===== src/rtl/sirius_exc_pkg.sv =====
// sirius_exc_pkg: exception codes, commit_exc bit layout and sequencer states shared by the commit controller
package sirius_exc_pkg;
  typedef enum logic [4:0] {
    EXC_INT = 5'd0, EXC_MOD = 5'd1, EXC_TLBL = 5'd2, EXC_TLBS = 5'd3, EXC_ADEL = 5'd4,
    EXC_ADES = 5'd5, EXC_SYS = 5'd8, EXC_BP = 5'd9, EXC_RI = 5'd10, EXC_CPU = 5'd11,
    EXC_OV = 5'd12, EXC_TR = 5'd13
  } exc_code_t;
  // commit_exc bit positions, lowest index = highest priority.
  // AdEL is one flag for fetch and load: a load cannot also raise RI..Tr, so one slot is exact.
  localparam int B_ADEL = 0, B_ITLBL = 1, B_RI = 2, B_CPU = 3, B_SYS = 4, B_BP = 5;
  localparam int B_OV = 6, B_TR = 7, B_ADES = 8, B_DTLBL = 9, B_DTLBS = 10, B_MOD = 11;
  localparam exc_code_t BIT_CODE [12] = '{
    EXC_ADEL, EXC_TLBL, EXC_RI, EXC_CPU, EXC_SYS, EXC_BP,
    EXC_OV, EXC_TR, EXC_ADES, EXC_TLBL, EXC_TLBS, EXC_MOD
  };
  localparam logic [11:0] ADDR_MASK = 12'b1111_0000_0011;
  typedef enum logic [1:0] {IDLE, FLUSH, REDIRECT} state_t;
endpackage


===== src/rtl/exc_prio_enc.sv =====
// exc_prio_enc: picks the winning event of a committing instruction
//   in: exc[11:0] fault flags, intr qualified interrupt, eret
//   out: hit any event, code winning ExcCode, is_addr loads BadVAddr, is_eret ERET wins
module exc_prio_enc
  import sirius_exc_pkg::*;
(
  input  logic [11:0] exc,
  input  logic        intr,
  input  logic        eret,
  output logic        hit,
  output logic [4:0]  code,
  output logic        is_addr,
  output logic        is_eret
);
  always_comb begin
    hit = intr | (|exc) | eret;
    is_eret = ~intr & ~(|exc) & eret;
    code = EXC_INT;
    is_addr = 1'b0;
    for (int i = 11; i >= 0; i--)
      if (!intr && exc[i]) begin
        code = BIT_CODE[i];
        is_addr = ADDR_MASK[i];
      end
  end
endmodule


===== src/rtl/exc_commit_ctrl.sv =====
// exc_commit_ctrl: commit-stage exception/interrupt/ERET sequencer driving CP0 exp_* and the fetch redirect
//   commit_*: instruction at commit (valid/ready handshake, pc, bd, faults, refill, badvaddr, eret)
//   allow_interrupt, interrupt_flag, exl_set, use_*_iv, ebase_address, epc_address: CP0 state
//   exp_*, exl_clean: one-cycle CP0 update; flush: kill younger state; redirect_*: PC to fetch
module exc_commit_ctrl
  import sirius_exc_pkg::*;
#(
  parameter logic [31:0] BOOT_BASE   = 32'hBFC00200,
  parameter logic [31:0] REFILL_OFF  = 32'h000,
  parameter logic [31:0] GENERAL_OFF = 32'h180,
  parameter logic [31:0] INT_OFF     = 32'h200
) (
  input  logic        clk,
  input  logic        rst,
  input  logic        commit_valid,
  output logic        commit_ready,
  input  logic [31:0] commit_pc,
  input  logic        commit_bd,
  input  logic [11:0] commit_exc,
  input  logic        commit_refill,
  input  logic [31:0] commit_badvaddr,
  input  logic        commit_eret,
  input  logic        allow_interrupt,
  input  logic [7:0]  interrupt_flag,
  input  logic        exl_set,
  input  logic        use_special_iv,
  input  logic        use_bootstrap_iv,
  input  logic [31:0] ebase_address,
  input  logic [31:0] epc_address,
  output logic        exp_en,
  output logic        exp_badvaddr_en,
  output logic        exp_bd,
  output logic        exl_clean,
  output logic        exp_asid_en,
  output logic [4:0]  exp_code,
  output logic [31:0] exp_epc,
  output logic [31:0] exp_badvaddr,
  output logic [7:0]  exp_asid,
  output logic        flush,
  output logic        redirect_valid,
  input  logic        redirect_ready,
  output logic [31:0] redirect_pc
);
  state_t state, state_n;
  logic hit, is_addr, is_eret, intr, take, tlb, holdoff, bva_en_q, exl_clean_q, bd_q;
  logic [4:0] code, code_q;
  logic [31:0] vector, bva_q, epc_q, pc_q;
  // CP0 Status lags the ERET/handler return by a cycle, so the first IDLE cycle ignores interrupts.
  assign intr = allow_interrupt & (|interrupt_flag) & ~holdoff;
  exc_prio_enc u_enc (
    .exc(commit_exc), .intr(intr), .eret(commit_eret),
    .hit(hit), .code(code), .is_addr(is_addr), .is_eret(is_eret)
  );
  assign take = (state == IDLE) & commit_valid & hit;
  assign tlb = (code == EXC_TLBL) | (code == EXC_TLBS);
  assign vector = (use_bootstrap_iv ? BOOT_BASE : ebase_address) +
                  (tlb & commit_refill & ~exl_set ? REFILL_OFF :
                   (code == EXC_INT) & use_special_iv ? INT_OFF : GENERAL_OFF);
  always_comb begin
    state_n = state == IDLE ? (take ? FLUSH : IDLE) : (redirect_ready ? IDLE : REDIRECT);
    commit_ready = (state == IDLE) & ~take;
    exp_en = state == FLUSH;
    flush = state == FLUSH;
    redirect_valid = state != IDLE;
  end
  always_ff @(posedge clk) begin
    if (rst) begin
      state <= IDLE;
      holdoff <= 1'b0;
      code_q <= '0;
      bd_q <= 1'b0;
      bva_q <= '0;
      epc_q <= '0;
      pc_q <= '0;
      bva_en_q <= 1'b0;
      exl_clean_q <= 1'b0;
    end else begin
      state <= state_n;
      holdoff <= (state != IDLE) & redirect_ready;
      if (take) begin
        pc_q <= is_eret ? epc_address : vector;
        epc_q <= is_eret ? epc_address : commit_bd ? commit_pc - 32'd4 : commit_pc;
        exl_clean_q <= is_eret;
        bva_en_q <= is_addr;
        if (!is_eret) begin
          code_q <= code;
          bd_q <= commit_bd;
        end
        if (is_addr) bva_q <= commit_badvaddr;
      end
    end
  end
  assign exp_code = code_q;
  assign exp_bd = bd_q;
  assign exp_epc = epc_q;
  assign exp_badvaddr = bva_q;
  assign exp_badvaddr_en = exp_en & bva_en_q;
  assign exl_clean = exp_en & exl_clean_q;
  assign exp_asid_en = 1'b0;
  assign exp_asid = '0;
  assign redirect_pc = pc_q;
endmodule


===== config.mk =====
export PLATFORM = sky130hd
export DESIGN_NAME = exc_commit_ctrl
export DESIGN_NICKNAME = d
export VERILOG_FILES = /design/src/rtl/sirius_exc_pkg.sv /design/src/rtl/exc_prio_enc.sv /design/src/rtl/exc_commit_ctrl.sv
export SDC_FILE = /design/constraint.sdc
export NUM_CORES = 1
export LEC_CHECK = 0
export CELL_PAD_IN_SITES_DETAIL_PLACEMENT = 0
export CELL_PAD_IN_SITES_GLOBAL_PLACEMENT = 1
export CORE_MARGIN = 1
export CORE_UTILIZATION = 29
export CTS_BUF_LIST = sky130_fd_sc_hd__clkbuf_8 sky130_fd_sc_hd__clkbuf_16
export DETAILED_ROUTE_END_ITERATION = 6
export HOLD_SLACK_MARGIN = 0.08
export PLACE_DENSITY = 0.8
export RECOVER_POWER = 25
export SETUP_SLACK_MARGIN = 0.02
export SLEW_MARGIN = 10
export SYNTH_ARGS = -nofsm -noshare
export SYNTH_HDL_FRONTEND = slang
export SYNTH_SLANG_ARGS = --single-unit

===== constraint.sdc =====
create_clock -name clk -period 4.65 [get_ports clk]
set_input_delay 1.1625 -clock clk [delete_from_list [all_inputs] [get_ports clk]]
set_output_delay 1.1625 -clock clk [all_outputs]
set_load 0.05 [all_outputs]

==> results of run 1 <==
critical path: stages:
cell and delay [ns]:
clkdlybuf4s50_1 0.41, nor4_2 0.43, a211oi_4 0.13, buf_4 0.23, nor2_1 0.21, nand2_1 0.11
a21oi_1 0.27, buf_12 0.18
state kept, by name (all words and copies together), names as in the netlist:
signal,flops
exp_code,4
state,2
exp_bd,1
exp_epc,32
exl_clean_q,1
exp_badvaddr,32
bva_en_q,1
redirect_pc,32
holdoff,1
logic make-up after synthesis:
family | share of synthesized area (%)
xor+xnor | 5.25
buf+inv | 6.13
other cells | 0.0642
simple gates | 26.3
mux | 0.728
flops | 36.3
compound gates | 24.0
fa+ha+maj | 1.20
metrics by stage:
step | total power, uW | setup slack (ns) | hold WS (ns) | instance area (um2) | std cells
after global routing | 2770 | 0.0617 | 0.469 | 9170 | 1253
after global placement | 1810 | 0.0291 | 0.438 | 8840 | 1237
after detailed placement | 1810 | 0.0316 | 0.446 | 8840 | 1237
after floorplan | 1450 | 0.311 | 0.448 | 5870 | 725
after CTS | 2700 | 0.332 | 0.457 | 9180 | 1253
final | 2660 | 0.358 | 0.452 | 9170 | 1253
Yosys cell counts (3+ instances only):
master,count
o32ai_1,5
and3_1,10
nand4b_1,4
nor2_1,37
a211o_1,5
nand4_1,12
a32oi_1,3
or3_1,9
buf_4,15
a31oi_1,11
xnor2_1,22
nor4_1,17
dfxtp_1,106
o211ai_1,4
a22oi_1,15
nor4_2,7
a221o_1,9
o2111ai_1,4
and2_1,3
a211oi_1,8
buf_6,5
clkbuf_1,27
o31ai_1,7
a21oi_1,78
and4_1,3
nand3_1,19
inv_1,13
ha_1,4
nand2_1,106
nand3b_1,3
nor2b_1,7
o21ai_0,34
nor3_1,18
buf_2,7
o22ai_1,9
or4_1,8
nand2b_1,9
xor2_1,13
layer usage:
layer	GRT usage, %	up-vias	share of wire, %
met5	0	-	0
met4	8.17	0	2.3
met3	6.60	38	9.4
met2	38.6	282	47
met1	27.2	3037	41
li1	-	3157	-
layout by cell type (no fill, tap or decap), types with 3 or more instances in the layout:
| master | instances |
|---|---|
| a211o_1 | 5 |
| a211oi_1 | 7 |
| a21oi_1 | 77 |
| a221o_1 | 9 |
| a22oi_1 | 15 |
| a31oi_1 | 10 |
| a32oi_1 | 3 |
| and2_1 | 3 |
| and3_1 | 10 |
| and4_1 | 3 |
| buf_4 | 34 |
| clkbuf_16 | 9 |
| clkdlybuf4s50_1 | 212 |
| conb_1 | 10 |
| dfxtp_1 | 106 |
| dlygate4sd3_1 | 51 |
| ha_1 | 4 |
| inv_1 | 13 |
| inv_8 | 3 |
| nand2_1 | 106 |
| nand2b_1 | 9 |
| nand3_1 | 19 |
| nand3b_1 | 3 |
| nand4_1 | 12 |
| nand4b_1 | 4 |
| nor2_1 | 37 |
| nor2b_1 | 7 |
| nor3_1 | 18 |
| nor4_1 | 17 |
| nor4_2 | 7 |
| o2111ai_1 | 4 |
| o211ai_1 | 4 |
| o21ai_0 | 34 |
| o22ai_1 | 9 |
| o31ai_1 | 7 |
| o32ai_1 | 5 |
| or3_1 | 9 |
| or4_1 | 8 |
| xnor2_1 | 22 |
| xor2_1 | 13 |
worst max-delay path by stage:
stage,from,endpoint,slack (ns),cells past startpoint
after floorplan,interrupt_flag[1],redirect_pc[27]$_SDFFE_PP0P_,0.31,14
after global placement,interrupt_flag[1],redirect_pc[21]$_SDFFE_PP0P_,0.03,15
after detailed placement,interrupt_flag[4],redirect_pc[21]$_SDFFE_PP0P_,0.03,15
after CTS,interrupt_flag[4],commit_ready,0.33,8
after global routing,interrupt_flag[4],redirect_pc[21]$_SDFFE_PP0P_,0.06,15
final,interrupt_flag[1],commit_ready,0.36,8
power by group through the flow:
stage,sequential [uW],clock [uW],combinational [uW]
finish,997,882,785
global route,1000,935,835
CTS,998,905,797
detailed placement,1020,0,795
global placement,1020,0,794
floorplan,1200,0,244
cell type report:
cell class / instances / area [um2]
fillers: 1999 / 10400
multi-input cells: 551 / 3410
repair buffers: 301 / 2920
flip-flops and latches: 106 / 2120
well taps: 265 / 332
clock buffers: 9 / 225
clock inverters: 7 / 110
inverters: 14 / 52.6
==> metrics.cfg, run 1 <==
[placement]
io_buffer_count=265
dp_hpwl_um=18100
routabilityCongestion=0.884

[clock_network]
ctsHoldBuffers=0
cts-root-buf=clkbuf_16
cts-resized-gates=0
cts_tree=done
cts_sinks=106
clockBufferDepth=2
path_clk_slew_ns=0.08
htree_levels=3
clock_latency_ns=0.36
cts_buffers=9
post_cts_buffers=0

[synthesis]
ys_ff_latch=106
synth.top_cell.area_share_pct=36.3
netlist.top_cell.by_area=dfxtp_1
ys_warn_count=0
synthTopCellsByArea=dfxtp_1 36%, nand2_1 6.8%, a21oi_1 6.7%
avgSynthCellArea_um2=8.16
synth-main-ff-cell=dfxtp_1
synth.distinct_cells=72
synth_cells=716
synth_edf_count=0
ys_async_sr_fraction_pct=0
synth_seq_area_share_pct=36.3
synth_area_um2=5840

[sta]
finalSetupViolCount=0
max-slew-margin-rel_pct=-41.3
hold_viol_final=0
rsz0062_at_grt=false
period_share_pct=92.3
fmax_mhz=233
tns_ns=0
fin_worst_skew_ns=0.00673
slew_viol_final=81
fin_crit_ns=4.29
worstMarginPinSlew_ns=2.12

[setup_path]
critPathKind=in2out
r2r-end=redirect_pc[27]$_SDFFE_PP0P_
path_max_fanout=12
worst_ep_arrival_time_ns=3.13
regToRegSetupSlack_ns=1.69
end_kind=output pin
cp.required_ns=3.49
reg2reg_depth=13
cp-start-kind=input port
r2r-start=holdoff$_SDFF_PP0_

[global_routing]
overflow=0
grt_max_degree=45
antenna_found_initial=0
grt_use_total_pct=22.8
grt_pass1_vias=6224
grt_pass1_wl_um=35200

[detailed_routing]
drt-total-wl_um=23700
first_pass_iters=5
num_vias=6514
post_drt_via_cell_ratio=5.20
avgRoutedWirePerCell_um=18.9
drt_iter0_markers=273
drc=0
ant_nets=0

[floorplan]
io-pin-count=276
coreArea_um2=19600
start_util_pct=29.8
fp.dieW_um=144
fp.dieH_um=144
die-area_um2=20700
rows=51

[power_and_ir_drop]
max-vdd-ir-drop_uv=165
p_clk_share_pct=33.1
p_sw_uw=904
comb_power_share_pct=29.5
swShare_pct=34.0
cellPowerDensity_nw_per_um2=290
p_seq_share_pct=37.4
intPower_uw=1760
p_leak_uw=0.00338

[final_layout]
finalNetCount=1147
syn_to_final_growth_pct=57.0
fin_util_pct=46.8
diodes=0
drive_gt1_share_pct=8.10

[status]
violations=max-capacitance violations, max-slew violations
status=finished, violations left

[worst_hold_path]
hold_class=reg2reg
min_to=exp_badvaddr[0]$_SDFFE_PP0P_
hold_path.startpoint=exp_badvaddr[0]$_SDFFE_PP0P_
whs_path_depth=2

[run]
maxCapViolCount=2

(Power assumes the default switching activity.)
==> inputs of run 2 (changes only) <==
--- a/config.mk
+++ b/config.mk
@@ -14,6 +14,7 @@
 export HOLD_SLACK_MARGIN = 0.08
 export PLACE_DENSITY = 0.8
 export RECOVER_POWER = 25
+export REMOVE_ABC_BUFFERS = 1
 export SETUP_SLACK_MARGIN = 0.02
 export SLEW_MARGIN = 10
 export SYNTH_ARGS = -nofsm -noshare
==> metrics.cfg, run 2 (same netlist as run 1, synthesis figures left out) <==
[floorplan]
io-pin-count=276  ; unchanged
coreArea_um2=19600  ; unchanged
fp.dieH_um=144  ; unchanged
fp.dieW_um=144  ; unchanged
start_util_pct=29.8  ; unchanged
die-area_um2=20700  ; unchanged
rows=51  ; unchanged

[final_layout]
layout_common_cells=212 x clkdlybuf4s50_1, 106 x nand2_1, 106 x dfxtp_1, 77 x a21oi_1, 51 x dlygate4sd3_1
fillerInstances=1987  ; -0.60%
layout_commonest_cell=clkdlybuf4s50_1
finalNetCount=1152  ; +0.44%
syn_to_final_growth_pct=57.1  ; about the same
diodes=0  ; unchanged
drive_gt1_share_pct=8.76  ; +0.66 points

[detailed_routing]
avgRoutedWirePerCell_um=19.3  ; +2.2%
highest_layer=met5
m1WireLength_um=10000  ; +3.3%
post_drt_via_cell_ratio=5.15  ; -0.99%
drc=0  ; unchanged
ant_nets=0  ; unchanged
drt_iter0_markers=359  ; +32%
num_vias=6475  ; -0.60%
route.met2.wl_um=11400  ; +2.1%
first_pass_iters=5  ; unchanged
wl_met3_um=2400  ; +8.0%
drt-total-wl_um=24300  ; +2.6%

[global_routing]
antenna_found_initial=1  ; +1
grt_pass1_vias=6344  ; +1.9%
grt_max_degree=71  ; +58%
overflow=0  ; unchanged
grt_use_total_pct=23.5  ; +0.71 points
grt_pass1_wl_um=36400  ; +3.2%

[power_and_ir_drop]
max-vdd-ir-drop_uv=167  ; +1.4%
p_leak_uw=0.00339  ; +0.23%
power_uw=2550  ; -4.2%
cellPowerDensity_nw_per_um2=278  ; -4.3%

[placement]
io_buffer_count=265  ; unchanged
routabilityCongestion=0.873  ; -1.2%
dp_hpwl_um=18600  ; +3.0%

[run]
maxCapViolCount=1  ; -1

[sta]
fin_worst_skew_ns=0.00470  ; -0.00203 ns
slew_viol_final=71  ; -12%
fin_crit_ns=4.38  ; +0.0852 ns
rsz0062_at_grt=false
max-slew-margin-rel_pct=-14.1  ; +27 points
worstMarginPinSlew_ns=1.71  ; -0.407 ns
period_share_pct=94.1  ; +1.8 points
fmax_mhz=228  ; -1.9%
finalSetupViolCount=0  ; unchanged
tns_ns=0  ; unchanged
hold_viol_final=0  ; unchanged

[clock_network]
path_clk_slew_ns=0.08  ; about the same
cts_buffers=9  ; unchanged
clock_latency_ns=0.36  ; about the same
htree_levels=3  ; unchanged
cts-root-buf=clkbuf_16
cts_sinks=106  ; unchanged
post_cts_buffers=0  ; unchanged
clockBufferDepth=2  ; unchanged
cts_tree=done

[status]
status=finished, violations left
violations=max-capacitance violations, max-slew violations

[setup_path]
end_kind=flip-flop
cp.required_ns=4.96  ; +1.47 ns
critPathKind=in2reg
cp-start-kind=input port
worst_ep_arrival_time_ns=4.69  ; +1.56 ns
reg2reg_depth=12  ; -1
path_max_fanout=3  ; -9

[worst_hold_path]
hold_class=reg2reg
whs_path_depth=2  ; unchanged

-- run 2: cell count changes in the layout (fill, tap and decap cells not counted), moves of 2 or more --
cell / change
bufinv_16: -2
inv_6: +2
inv_8: -3
buf_4: +5
-- run 2: worst paths after layout --
kind         slack [ns]                            to                      from
max                0.27  redirect_pc[27]$_SDFFE_PP0P_             commit_exc[5]
min                0.45      exp_code[3]$_SDFFE_PP0P_  exp_code[3]$_SDFFE_PP0P_
max reg2reg        1.71  redirect_pc[27]$_SDFFE_PP0P_        holdoff$_SDFF_PP0_
min reg2reg        0.45      exp_code[3]$_SDFFE_PP0P_  exp_code[3]$_SDFFE_PP0P_
-- run 2: critical path, stage by stage --
cell             delay [ns]
clkdlybuf4s50_1        0.47
nor4_4                 0.35
o211ai_1               0.16
a211oi_2               0.32
nand3b_1               0.18
a21o_1                 0.15
ha_1                   0.17
inv_1                  0.05
fa_1                   0.44
nor2b_1                0.23
o2111ai_1              0.18
or4_1                  0.53
a31oi_1                0.18
a211o_1                0.11
-- run 2: layer usage --
layer | GRT usage [%] | vias up
met4 | 6.83 | 2
met1 | 27.9 | 3015
met3 | 8.26 | 28
met2 | 39.6 | 254
li1 | - | 3176
met5 | 0 | -
-- run 2: cell type report --
cell class / instances / area, um2 / share of cell area (%)
multi-input cells: 551 / 3420 / 37.3
clock inverters: 7 / 63.8 / 0.695
inverters: 14 / 52.6 / 0.573
flip-flops and latches: 106 / 2120 / 23.1
repair buffers: 306 / 2960 / 32.2
well taps: 265 / 332 / 3.61
clock buffers: 9 / 225 / 2.45
-- run 2: stage by stage --
| stage | cell area [um2] | instances | util, % | hold slack (ns) | setup slack, ns |
|---|---|---|---|---|---|
| 2_1_floorplan | 5570 | 671 | - | 0.448 | 0.383 |
| 3_3_place_gp | 8890 | 1242 | 45.4 | 0.440 | -0.0320 |
| 3_5_place_dp | 8890 | 1242 | 45.4 | 0.446 | -0.171 |
| 4_1_cts | 9180 | 1258 | 46.9 | 0.456 | 0.195 |
| 5_1_grt | 9180 | 1258 | 46.8 | 0.469 | 0.0345 |
| 6_report | 9180 | 1258 | 46.8 | 0.452 | 0.273 |
-- run 2: timing repair --
action                                  CTS  global route
hold buffers                              0             0
gates resized for setup                   0             1
endpoints found under the setup margin    0             6
-- run 2: power breakdown --
| part | internal (uW) | leakage [uW] | switching [uW] |
|---|---|---|---|
| Combinational | 312 | 0.00238 | 480 |
| Sequential | 965 | 0.000870 | 33.3 |
| Clock | 374 | 0.000139 | 387 |
| Total | 1650 | 0.00339 | 901 |
==> inputs of run 3 (changes only) <==
--- a/config.mk
+++ b/config.mk
@@ -7,7 +7,7 @@
 export LEC_CHECK = 0
 export CELL_PAD_IN_SITES_DETAIL_PLACEMENT = 0
 export CELL_PAD_IN_SITES_GLOBAL_PLACEMENT = 1
-export CORE_MARGIN = 1
+export CORE_MARGIN = 2
 export CORE_UTILIZATION = 29
 export CTS_BUF_LIST = sky130_fd_sc_hd__clkbuf_8 sky130_fd_sc_hd__clkbuf_16
 export DETAILED_ROUTE_END_ITERATION = 6
==> metrics.cfg, run 3 (same netlist as run 1, synthesis figures left out) <==
[status]
status=finished, violations left
violations=max-capacitance violations, max-slew violations

[final_layout]
multiInputGateArea_um2=3420  ; -0.15%
layout_common_cells=212 x clkdlybuf4s50_1, 106 x nand2_1, 106 x dfxtp_1, 77 x a21oi_1, 51 x dlygate4sd3_1
design_area_um2=9220  ; +0.50%
finalNetCount=1154  ; +0.17%
diodes=0  ; unchanged
drive_gt1_share_pct=8.84  ; +0.083 points
layout_commonest_cell=clkdlybuf4s50_1
seq_area_um2=2120  ; unchanged
syn_to_final_growth_pct=57.9
fillerInstances=1948  ; -2.0%

[detailed_routing]
first_pass_iters=5  ; unchanged
ant_nets=0  ; unchanged
drc=0  ; unchanged
num_vias=6582  ; +1.7%
post_drt_via_cell_ratio=5.22  ; +1.5%
drt_iter0_markers=391  ; +8.9%
avgRoutedWirePerCell_um=19.5  ; +0.92%
drt-total-wl_um=24600  ; +1.1%

[sta]
period_share_pct=94.0  ; -0.15 points
setup_ws_ns=0.280  ; +0.00709 ns
fin_crit_ns=4.37  ; -0.00709 ns
finalSetupViolCount=0  ; unchanged
timing.hold.ws_ns=0.451  ; -0.00101 ns
slew_viol_final=56  ; -21%
max-slew-margin-rel_pct=-74.6  ; -60 points
hold_viol_final=0  ; unchanged
fmax_mhz=229  ; +0.16%
worstMarginPinSlew_ns=2.62  ; +0.907 ns
fin_worst_skew_ns=0.00724  ; +0.00254 ns
rsz0062_at_grt=false

[setup_path]
critPathKind=in2reg
regToRegSetupSlack_ns=1.62  ; -0.09 ns
worst_ep_arrival_time_ns=4.62  ; -0.07 ns
crit_chain=clkdlybuf4s50_1, nor4_4, o211ai_1, a211oi_1, nand3b_1, a21o_1, ha_1, inv_1, fa_1, nand2b_1, a2111oi_0, buf_4, xnor2_1, nor3_1, a211o_1
end_kind=flip-flop
r2r-end=redirect_pc[21]$_SDFFE_PP0P_
cp_slowest_stage_delay_ns=0.46  ; -0.07 ns
path_max_fanout=3  ; unchanged
r2r-start=holdoff$_SDFF_PP0_
cp-start-kind=input port
path_buf_inv=3  ; +1
crit_family=compound AO/OA/AOI/OAI gates
cp_slowest_cell=clkdlybuf4s50_1
cp.required_ns=4.90  ; -0.06 ns
reg2reg_depth=13  ; +1

[global_routing]
grt_use_total_pct=22.8  ; -0.72 points
grt_pass1_wl_um=38200  ; +5.0%
antenna_found_initial=0  ; -1
overflow=0  ; unchanged
grt_pass1_vias=6433  ; +1.4%
grt_max_degree=56  ; -21%

[clock_network]
clock_latency_ns=0.36  ; about the same
cts-root-buf=clkbuf_16
cts-resized-gates=0  ; unchanged
cts_buffers=9  ; unchanged
htree_levels=3  ; unchanged
cts_tree=done
post_cts_buffers=0  ; unchanged
cts_sinks=106  ; unchanged
path_clk_slew_ns=0.07  ; about the same
ctsHoldBuffers=0  ; unchanged
clockBufferDepth=2  ; unchanged

[placement]
io_buffer_count=265  ; unchanged
routabilityCongestion=0.880  ; +0.74%
place_worst_setup_slack_ns=-0.0588  ; +0.113 ns
dpl-instance-area_um2=8900  ; +0.17%
dp_hpwl_um=19000  ; +2.0%

[worst_hold_path]
hold_path.startpoint=exp_badvaddr[4]$_SDFFE_PP0P_
whs_path_depth=2  ; unchanged
hold_class=reg2reg
min_to=exp_badvaddr[4]$_SDFFE_PP0P_

[floorplan]
die-area_um2=21300  ; +2.8%
start_util_pct=29.8  ; unchanged
io-pin-count=276  ; unchanged
fp.dieW_um=146  ; +1.4%
coreArea_um2=19600  ; unchanged
fp.dieH_um=146  ; +1.4%
rows=51  ; unchanged

[power_and_ir_drop]
p_leak_uw=0.00342  ; +0.88%
power_uw=2630  ; +3.0%
cellPowerDensity_nw_per_um2=285  ; +2.5%
max-vdd-ir-drop_uv=160  ; -4.2%

[run]
maxCapViolCount=1  ; unchanged

## run 3: tightest hold or removal path, stage by stage, from the launching register on
cell and delay, ns:
dfxtp_1 0.31, nand2_1 0.05, a21oi_1 0.05
## run 3: final cells by class
| type | instances | share of cell area [%] |
|---|---|---|
| timing repair buffer | 308 | 32.3 |
| inverter | 14 | 0.570 |
| clock inverter | 6 | 0.909 |
| tap | 265 | 3.59 |
| multi-input combinational | 551 | 37.1 |
| clock buffer | 10 | 2.59 |
| sequential | 106 | 23.0 |
## run 3: per-stage QoR
stage,cells,utilization [%],setup TNS [ns]
2_1_floorplan,671,-,0
3_3_place_gp,1244,45.5,-0.109
3_5_place_dp,1244,45.5,-0.173
4_1_cts,1260,47.1,0
5_1_grt,1260,47.1,0
6_report,1260,47.1,0
## run 3: power breakdown
group | switching (uW) | internal [uW]
clock network | 391 | 446
registers | 34.0 | 965
logic | 480 | 313
total | 905 | 1720
## run 3: layer usage
layer	global-route usage, %	part of all wire, %	routed length [um]	vias to the layer above
met5	0	0	0	-
met4	5.15	1.4	354	0
met3	8.31	10	2470	24
met2	37.9	47	11500	290
met1	28.2	42	10200	3092
li1	-	-	-	3176
## run 3: worst max-delay path by stage
| stage | slack [ns] | cells past startpoint | from | end |
|---|---|---|---|---|
| CTS | 0.28 | 15 | commit_exc[5] | redirect_pc[21]$_SDFFE_PP0P_ |
| finish | 0.28 | 15 | commit_exc[5] | redirect_pc[21]$_SDFFE_PP0P_ |
| global route | 0.03 | 15 | commit_exc[5] | redirect_pc[23]$_SDFFE_PP0P_ |
| global placement | -0.04 | 16 | interrupt_flag[5] | redirect_pc[21]$_SDFFE_PP0P_ |
| floorplan | 0.38 | 13 | interrupt_flag[1] | redirect_pc[27]$_SDFFE_PP0P_ |
| detailed placement | -0.06 | 15 | commit_exc[5] | redirect_pc[21]$_SDFFE_PP0P_ |
